<file path="src/rtl/cnt9999_ctrl_if.sv">
// Button, chain and display signals between the run/stop/lap controller
// and its surroundings.
`default_nettype none

interface cnt9999_ctrl_if;
  logic        btn_ss;
  logic        btn_lr;
  logic        cnt_tc;
  logic [15:0] cnt_q;
  logic        cnt_ce;
  logic        cnt_clr;
  logic [15:0] disp;
  logic        running;
  logic        lap;
  logic        ovf;

  modport master (
    output btn_ss, btn_lr, cnt_tc, cnt_q,
    input  cnt_ce, cnt_clr, disp, running, lap, ovf
  );

  modport slave (
    input  btn_ss, btn_lr, cnt_tc, cnt_q,
    output cnt_ce, cnt_clr, disp, running, lap, ovf
  );
endinterface

`default_nettype wire

</file>
<file path="src/rtl/cnt9999_ctrl.sv">
// Run/stop/lap controller for a 4-digit BCD counter chain: tick prescaler,
// start/stop/lap/clear sequencing, display latch and overflow flag.
`default_nettype none

module cnt9999_ctrl #(
  parameter int PRESCALE = 50000,
  parameter bit SAT_MODE = 1'b0
) (
  input  logic          clk,
  input  logic          clr,
  cnt9999_ctrl_if.slave bus
);

  localparam int            PW     = (PRESCALE > 1) ? $clog2(PRESCALE) : 1;
  localparam logic [PW-1:0] C_LAST = PW'(PRESCALE - 1);
  localparam logic [PW-1:0] C_ONE  = PW'(1);

  localparam logic [2:0] S_IDLE = 3'd0;
  localparam logic [2:0] S_RUN  = 3'd1;
  localparam logic [2:0] S_LAP  = 3'd2;
  localparam logic [2:0] S_STOP = 3'd3;
  localparam logic [2:0] S_DONE = 3'd4;

  logic [2:0]    state_q, state_d;
  logic [PW-1:0] presc_q, presc_d;
  logic          ce_q, ce_d;
  logic          cclr_q, cclr_d;
  logic [15:0]   disp_q, disp_d;
  logic          run_q, run_d;
  logic          lap_q, lap_d;
  logic          ovf_q, ovf_d;

  logic w_active, w_lr, w_tick, w_sat, w_clear;

  // ss always wins over lr; a stop request in the tick cycle swallows the tick
  assign w_active = (state_q == S_RUN) || (state_q == S_LAP);
  assign w_lr     = bus.btn_lr & ~bus.btn_ss;
  assign w_tick   = w_active & ~bus.btn_ss & (presc_q == C_LAST);
  assign w_sat    = w_tick & bus.cnt_tc & SAT_MODE;
  assign w_clear  = ((state_q == S_STOP) || (state_q == S_DONE)) & w_lr;

  always_ff @(posedge clk or posedge clr) begin
    if (clr) begin
      state_q <= S_IDLE;
      presc_q <= '0;
      ce_q    <= 1'b0;
      cclr_q  <= 1'b0;
      disp_q  <= 16'h0000;
      run_q   <= 1'b0;
      lap_q   <= 1'b0;
      ovf_q   <= 1'b0;
    end else begin
      state_q <= state_d;
      presc_q <= presc_d;
      ce_q    <= ce_d;
      cclr_q  <= cclr_d;
      disp_q  <= disp_d;
      run_q   <= run_d;
      lap_q   <= lap_d;
      ovf_q   <= ovf_d;
    end
  end

  // Saturation takes precedence over a simultaneous lap request
  always_comb begin
    state_d = state_q;
    case (state_q)
      S_IDLE: if (bus.btn_ss) state_d = S_RUN;
      S_RUN: begin
        if (w_sat)           state_d = S_DONE;
        else if (bus.btn_ss) state_d = S_STOP;
        else if (w_lr)       state_d = S_LAP;
      end
      S_LAP: begin
        if (w_sat)           state_d = S_DONE;
        else if (bus.btn_ss) state_d = S_STOP;
        else if (w_lr)       state_d = S_RUN;
      end
      S_STOP: begin
        if (bus.btn_ss)      state_d = S_RUN;
        else if (w_lr)       state_d = S_IDLE;
      end
      S_DONE: if (w_lr)      state_d = S_IDLE;
      default:               state_d = S_IDLE;
    endcase
  end

  always_comb begin
    presc_d = presc_q;
    if (w_clear) begin
      presc_d = '0;
    end else if (w_active && !bus.btn_ss) begin
      presc_d = (presc_q == C_LAST) ? '0 : presc_q + C_ONE;
    end

    ce_d   = w_tick & ~w_sat;
    cclr_d = w_clear;
    disp_d = (state_q == S_LAP) ? disp_q : bus.cnt_q;
    run_d  = (state_d == S_RUN) || (state_d == S_LAP);
    lap_d  = (state_d == S_LAP);

    ovf_d = ovf_q;
    if (w_clear) begin
      ovf_d = 1'b0;
    end else if (w_tick && bus.cnt_tc) begin
      ovf_d = 1'b1;
    end
  end

  assign bus.cnt_ce  = ce_q;
  assign bus.cnt_clr = cclr_q;
  assign bus.disp    = disp_q;
  assign bus.running = run_q;
  assign bus.lap     = lap_q;
  assign bus.ovf     = ovf_q;

endmodule

`default_nettype wire

</file>
<file path="src/flat_wrapper.sv">
// flat-port wrapper written by rule: the top's interface ports become plain ports
module cnt9999_ctrl_flat 
#(
  parameter int PRESCALE = 50000,
  parameter bit SAT_MODE = 1'b0
)
  (clk, clr, bus_btn_ss, bus_btn_lr, bus_cnt_tc, bus_cnt_q, bus_cnt_ce, bus_cnt_clr, bus_disp, bus_running, bus_lap, bus_ovf);
  cnt9999_ctrl_if bus_i ();
  input  logic clk;
  input  logic clr;
  input wire logic [$bits(bus_i.btn_ss)-1:0] bus_btn_ss;
  input wire logic [$bits(bus_i.btn_lr)-1:0] bus_btn_lr;
  input wire logic [$bits(bus_i.cnt_tc)-1:0] bus_cnt_tc;
  input wire logic [$bits(bus_i.cnt_q)-1:0] bus_cnt_q;
  output wire logic [$bits(bus_i.cnt_ce)-1:0] bus_cnt_ce;
  output wire logic [$bits(bus_i.cnt_clr)-1:0] bus_cnt_clr;
  output wire logic [$bits(bus_i.disp)-1:0] bus_disp;
  output wire logic [$bits(bus_i.running)-1:0] bus_running;
  output wire logic [$bits(bus_i.lap)-1:0] bus_lap;
  output wire logic [$bits(bus_i.ovf)-1:0] bus_ovf;
  assign bus_i.btn_ss = bus_btn_ss;
  assign bus_i.btn_lr = bus_btn_lr;
  assign bus_i.cnt_tc = bus_cnt_tc;
  assign bus_i.cnt_q = bus_cnt_q;
  assign bus_cnt_ce = bus_i.cnt_ce;
  assign bus_cnt_clr = bus_i.cnt_clr;
  assign bus_disp = bus_i.disp;
  assign bus_running = bus_i.running;
  assign bus_lap = bus_i.lap;
  assign bus_ovf = bus_i.ovf;
  cnt9999_ctrl #(.PRESCALE(PRESCALE), .SAT_MODE(SAT_MODE)) u_core (.clk(clk), .clr(clr), .bus(bus_i));
endmodule
</file>
<file path="config.mk">
export PLATFORM = sky130hd
export DESIGN_NAME = cnt9999_ctrl_flat
export DESIGN_NICKNAME = d
export VERILOG_FILES = /design/src/rtl/cnt9999_ctrl_if.sv /design/src/rtl/cnt9999_ctrl.sv /design/src/flat_wrapper.sv
export SDC_FILE = /design/constraint.sdc
export NUM_CORES = 1
export LEC_CHECK = 0
export ABC_AREA = 1
export BUFFER_PORTS_ARGS = -buffer_cell sky130_fd_sc_hd__buf_2
export CORE_ASPECT_RATIO = 1.1
export CORE_MARGIN = 1.5
export CORE_UTILIZATION = 49
export CTS_CLUSTER_SIZE = 28
export DETAILED_ROUTE_END_ITERATION = 10
export PLACE_DENSITY = 0.71
export SETUP_SLACK_MARGIN = 0.15
export SLEW_MARGIN = 0
export SYNTH_ARGS = -nofsm -noshare
export SYNTH_HDL_FRONTEND = slang
export SYNTH_SLANG_ARGS = --single-unit
</file>
<file path="constraint.sdc">
create_clock -name clk -period 1.7 [get_ports clk]
set_input_delay 0.17 -clock clk [delete_from_list [all_inputs] [get_ports clk]]
set_output_delay 0.17 -clock clk [all_outputs]
set_load 0.03 [all_outputs]
</file>
==> results of run 1 <==
synth_stat cells (all sizes together) (2+ instances only):
cell and n:
nand2 50, dfrtp 40, inv 29, nor2 24
mux2 16, o21ai 16, nand3 14, nand4 10
nor3 7, xor2 4, buf 3, a21oi 2
routing by layer:
layer / GRT usage / wire, um / vias to the layer above
met3: 0.03543 / 177 / 8
met2: 0.3148 / 1862 / 46
li1: - / - / 825
met1: 0.2427 / 1784 / 756
met4: 0.09179 / 75 / 0
met5: 0 / 0 / -
power groups by stage:
stage	sequential (mW)	clock, mW	combinational [mW]
5_1_grt	1.37	0.718	0.922
4_1_cts	1.32	0.680	0.760
2_1_floorplan	1.42	0	0.471
3_5_place_dp	1.33	0	0.755
6_report	1.34	0.660	0.824
3_3_place_gp	1.33	0	0.741
per-stage QoR:
step / hold slack [ns] / power, mW / area, um^2 / std cells
floorplan: 0.3169 / 1.887 / 1993 / 220
global placement: 0.3139 / 2.069 / 2253 / 312
finish: 0.1013 / 2.824 / 2456 / 327
global route: 0.1041 / 3.008 / 2456 / 327
detailed placement: 0.3161 / 2.089 / 2253 / 312
CTS: 0.1004 / 2.760 / 2366 / 321
cell type report:
| type | count | area [um^2] |
|---|---|---|
| clock buffers | 6 | 82.58 |
| clock inverters | 2 | 15.01 |
| inverters | 29 | 112.6 |
| repair buffers | 50 | 275.3 |
| multi-input cells | 148 | 899.6 |
| fillers | 340 | 1478 |
| well taps | 52 | 65.06 |
| flip-flops and latches | 40 | 1006 |
how the worst max path moves through the flow:
| stage | slack (ns) | startpoint | depth (start not counted) | to |
|---|---|---|---|---|
| floorplan | 0.32 | u_core.presc_q[0] | 8 | u_core.presc_q[11] |
| global placement | 0.19 | u_core.presc_q[0] | 8 | u_core.presc_q[11] |
| detailed placement | 0.15 | u_core.presc_q[0] | 8 | u_core.presc_q[11] |
| CTS | 0.18 | u_core.presc_q[0] | 8 | u_core.presc_q[11] |
| global route | 0.12 | u_core.presc_q[1] | 9 | u_core.presc_q[14] |
| finish | 0.25 | u_core.state_q[1] | 10 | u_core.presc_q[9] |
cell families (layout without fill, tap and decap cells):
kind of cell	Yosys count	count (layout)	synth area share
simple gates	106	106	0.2580
flops	40	40	0.5022
buf+inv	32	87	0.06716
compound gates	20	20	0.05399
mux	16	16	0.09039
xor+xnor	5	5	0.02197
fa+ha+maj	1	1	0.006276
registers in the layout (all words and copies together) (netlist names):
signal,flops
u_core.bus.cnt_ce,1
u_core.bus.cnt_clr,1
u_core.bus.disp,16
u_core.bus.lap,1
u_core.bus.ovf,1
u_core.bus.running,1
u_core.presc_q,16
u_core.state_q,3
timing repair:
item | 4_1_cts | 5_1_grt
pin swaps | 0 | 2
endpoints found under the hold margin | 32 | 0
hold buffers | 1 | 0
endpoints found under the setup margin | 4 | 14
buffers inserted | 0 | 6
gates resized for setup | 1 | 16
worst max-delay path, cell delays in order, from the launching register on:
cell and delay (ns):
dfrtp_2 0.46, buf_4 0.16, nand3_4 0.07, nand2_2 0.05, nand2_2 0.14, nand2_8 0.09
buf_4 0.16, nand2_2 0.05, nand2_1 0.05, nand2_1 0.07, nor2_2 0.03
==> results.yml, run 1 <==
detailed_routing:
  drtIter0Drc: 86
  routed_wl_um: 3899
  detail_route.wl_per_cell_um: 11.92
  first_pass_iters: 5
  num_vias: 1635
  drc_errors: 0
  antenna_left: 0
  viasPerCell: 5.000
hold_path:
  min_delay_path_depth: 2
  min_to: "u_core.bus.disp[6]"
  min_path_type: "input pin to flop"
  min_from: "bus_cnt_q[6]"
power:
  p_sw_frac: 0.3642
  p_int_mw: 1.795
  combPwrFrac: 0.292
  peakVddDrop_v: 0.0006610
  power_leakage_nw: 1.168
  pwr-share-clk: 0.234
  p_seq_frac: 0.475
  switching_power_mw: 1.028
  powerDensity_mw_per_mm2: 1150
timing:
  skew_ns: 0.009178
  drv_slew: 0
  max_freq_ghz: 0.6913
  tightest_slew_ns: 0.4822
  rsz0062_at_grt: "true"
  setup_viol: 0
  setup_slack_ns: 0.2534
  hold_viol: 0
  fin_crit_ns: 1.447
  period_share: 0.8510
  slew_headroom: 0.6785
  tns_ns: 0
clock_network:
  htree_levels: 2
  cts_buffers: 5
  cts_tree: "done"
  cts_root_buffer: "clkbuf_8"
  cts_buffer_depth: 2
  clk_pin_slew_ns: 0.08
  clk-insertion-delay-late_ns: 0.30
  cts.sinks: 40
setup_path:
  reg2reg_to: "u_core.presc_q[9]"
  cp.required_ns: 1.89
  start_kind: "flop"
  critical_path_class: "flop to flop"
  reg2reg_from: "u_core.state_q[1]"
  path_max_fanout: 9
  worst-r2r-cell-count: 10
  cp.arrival_ns: 1.64
  r2r_slack_ns: 0.25
  end_kind: "flop"
logic_synthesis:
  synth.area.top_cells: "dfrtp_1 (50%), mux2_2 (9.0%), nand2_1 (8.3%)"
  yosys_most_used_dff: "dfrtp_1"
  syn_area_per_cell_um2: 9.060
  yosysTopAreaCell: "dfrtp_1"
  synth_cell_types: 26
  yosys_warnings: 0
  syn-num-nets: 242
  syn_area_mm2: 0.001993
  synth_top_area_frac: 0.5022
  async_flop_share: 1.000
  ys_ff_latch: 40
  yosysSeqAreaShare: 0.5022
  synth-edff-count: 0
  synthCells: 220
cells_and_area:
  n_antenna_cell: 0
  fin_nets: 296
  drive_gt1_frac: 0.3673
  mostFrequentLayoutCells: "nand2_1 (43), buf_2 (41), dfrtp_1 (36), inv_1 (24), nor2_1 (19)"
  areaGrowthSynthToFinish_pct: 23.23
  fin_util: 0.6244
  layout_commonest_cell: "nand2_1"
placement:
  place_worst_setup_slack_ns: 0.1458
  finalWeightedCongestion: 0.9278
  post-dp-hpwl_um: 2842
  numPortBuffers: 41
floorplan:
  rows: 24
  dieArea_mm2: 0.004460
  io_pins: 42
  core-area_mm2: 0.003934
  die_h_um: 69.89
  die_w_um: 63.81
  initial_core_util: 0.5067
global_routing:
  track_usage: 0.1918
  grt_remaining_overflow: 0
  grt_pass1_wl_um: 6727
  grt_start_max_net_pins: 41
  grt_pass1_vias: 1557
  grt_antenna_before_repair: 0
job:
  maxCapViolCount: 0
status:
  status: "complete, no violations"
Note: power is estimated with default switching activity, not from simulation.
==> run 2: changes to the inputs <==
- CELL_PAD_IN_SITES_DETAIL_PLACEMENT: unset -> 1
- CELL_PAD_IN_SITES_GLOBAL_PLACEMENT: unset -> 2
- CORE_UTILIZATION: 49 -> 32
- PLACE_DENSITY: 0.71 -> 0.76
==> run 2 against run 1 <==
Compared with the run above:
- die area is 51% higher
- sequential cell count did not move
- highest routed layer unchanged
- non-clock buffer count is 1 higher
- sequential power hardly changed
- via count rose by 2.1%
==> results.yml, run 2 (synthesis results as in run 1) <==
cells_and_area:
  fillers: 721
  fin_cells: 353
  layout_commonest_cell: "nand2_1"
  mostFrequentLayoutCells: "nand2_1 (42), buf_2 (41), dfrtp_1 (35), inv_1 (23), nor2_1 (19)"
  multi_input_area_um2: 935.9
  areaGrowthSynthToFinish_pct: 27.50
  drive_gt1_frac: 0.3913
  fin_nets: 298
  n_antenna_cell: 0
  final-seq-area_mm2: 0.001007
  fin_util: 0.4323
  final_area_mm2: 0.002541
timing:
  slew_headroom: 0.6597
  tns_ns: 0
  skew_ns: 0.008136
  rsz0062_at_grt: "true"
  fin_crit_ns: 1.454
  max_freq_ghz: 0.6879
  setup_slack_ns: 0.2462
  hold_viol: 0
  tightest_slew_ns: 0.5105
  setup_viol: 0
  drv_slew: 0
  period_share: 0.8552
global_routing:
  grt_antenna_before_repair: 0
  grt_remaining_overflow: 0
  grt_pass1_wl_um: 8190
  grt_start_max_net_pins: 41
  grt_pass1_vias: 1713
  track_usage: 0.1571
detailed_routing:
  detail_route.wl_per_cell_um: 14.01
  drc_errors: 0
  num_vias: 1670
  first_pass_iters: 4
  routed_wl_um: 4947
  drtIter0Drc: 47
  viasPerCell: 4.731
  antenna_left: 0
clock_network:
  htree_levels: 2
  clk-insertion-delay-late_ns: 0.29
  cts_buffer_depth: 2
  cts_hold_buf: 0
  cts.sinks: 40
  cts_buffers: 5
  clk_pin_slew_ns: 0.07
  cts_root_buffer: "clkbuf_8"
  cts_tree: "done"
setup_path:
  cp.required_ns: 1.88
  cp.arrival_ns: 1.63
  critical_path_class: "flop to flop"
  path_max_fanout: 7
  end_kind: "flop"
  start_kind: "flop"
placement:
  post-dp-hpwl_um: 3557
  numPortBuffers: 41
  finalWeightedCongestion: 0.8253
  postPlaceCellArea_mm2: 0.002285
  place_worst_setup_slack_ns: 0.04061
  placed_cells: 337
power:
  powerDensity_mw_per_mm2: 1127
  peakVddDrop_v: 0.0004603
  power_leakage_nw: 1.193
floorplan:
  rows: 29
  die_w_um: 78.25
  io_pins: 42
  die_h_um: 85.78
  dieArea_mm2: 0.006712
  core-area_mm2: 0.005878
  initial_core_util: 0.3391
status:
  status: "complete, no violations"
job:
  maxCapViolCount: 0
hold_path:
  min_path_type: "input pin to asynchronous set/reset pin"
## run 2: changes by cell type in the layout (fill, tap and decap cells not counted), sizes merged
cell         change
dlygate4sd3      -1
nand2            +1
clkinv           +1
clkinvlp         -1
clkbuf           -1
buf              +2
## run 2: worst max-delay path: stages, from the launching register on
cell and delay, ns:
dfrtp_2 0.47, o21ai_2 0.20, nand3_4 0.19, buf_12 0.18, nand2_1 0.06, nand2_2 0.10, nand2_1 0.10, nor2_2 0.03
## run 2: area by class of cell
| cell class | instances | share of cell area |
|---|---|---|
| multi-input combinational | 149 | 0.3683 |
| inverter | 29 | 0.04530 |
| clock buffer | 5 | 0.02708 |
| sequential | 40 | 0.3964 |
| clock inverter | 2 | 0.004924 |
| tap | 77 | 0.03791 |
| timing repair buffer | 51 | 0.1201 |
## run 2: metal layers
metal | vias to the layer above | GRT usage | routed length, um
met3 | 4 | 0.03404 | 150
met2 | 24 | 0.2640 | 2391
li1 | 832 | - | -
met5 | - | 0 | 0
met4 | 0 | 0.05844 | 53
met1 | 810 | 0.1983 | 2351
## run 2: power breakdown
| part | total (mW) | internal (mW) | switching, mW |
|---|---|---|---|
| registers | 1.35 | 1.14 | 0.208 |
| logic | 0.915 | 0.370 | 0.546 |
| clock network | 0.601 | 0.278 | 0.323 |
| total | 2.86 | 1.79 | 1.08 |
## run 2: timing repair
action                                  CTS  global route
setup buffers                             1             7
hold endpoints to repair                  0             0
gates cloned                              0             1
endpoints found under the setup margin   12            14
gates resized for setup                   4            19
pin swaps                                 0             4
## run 2: worst paths after layout
path	from	to	slack [ns]	cells after the start
worst min register to register	u_core.bus.disp[12]	u_core.bus.disp[12]	0.50	1
min in group clk	bus_cnt_q[10]	u_core.bus.disp[10]	0.11	2
worst min-delay path	clr	u_core.bus.disp[8]	0.003	3
worst max-delay path	u_core.state_q[1]	u_core.presc_q[11]	0.25	7
worst max register to register	u_core.state_q[1]	u_core.presc_q[11]	0.25	7
max in group asynchronous	clr	u_core.presc_q[3]	1.33	3
## run 2: metrics by stage
step                power (mW)  hold slack (ns)
finish                   2.864         0.002641
global route             3.069          0.07454
CTS                      2.761          0.01838
detailed placement       2.123           0.3355
global placement         2.096           0.3315
floorplan                1.887           0.3169
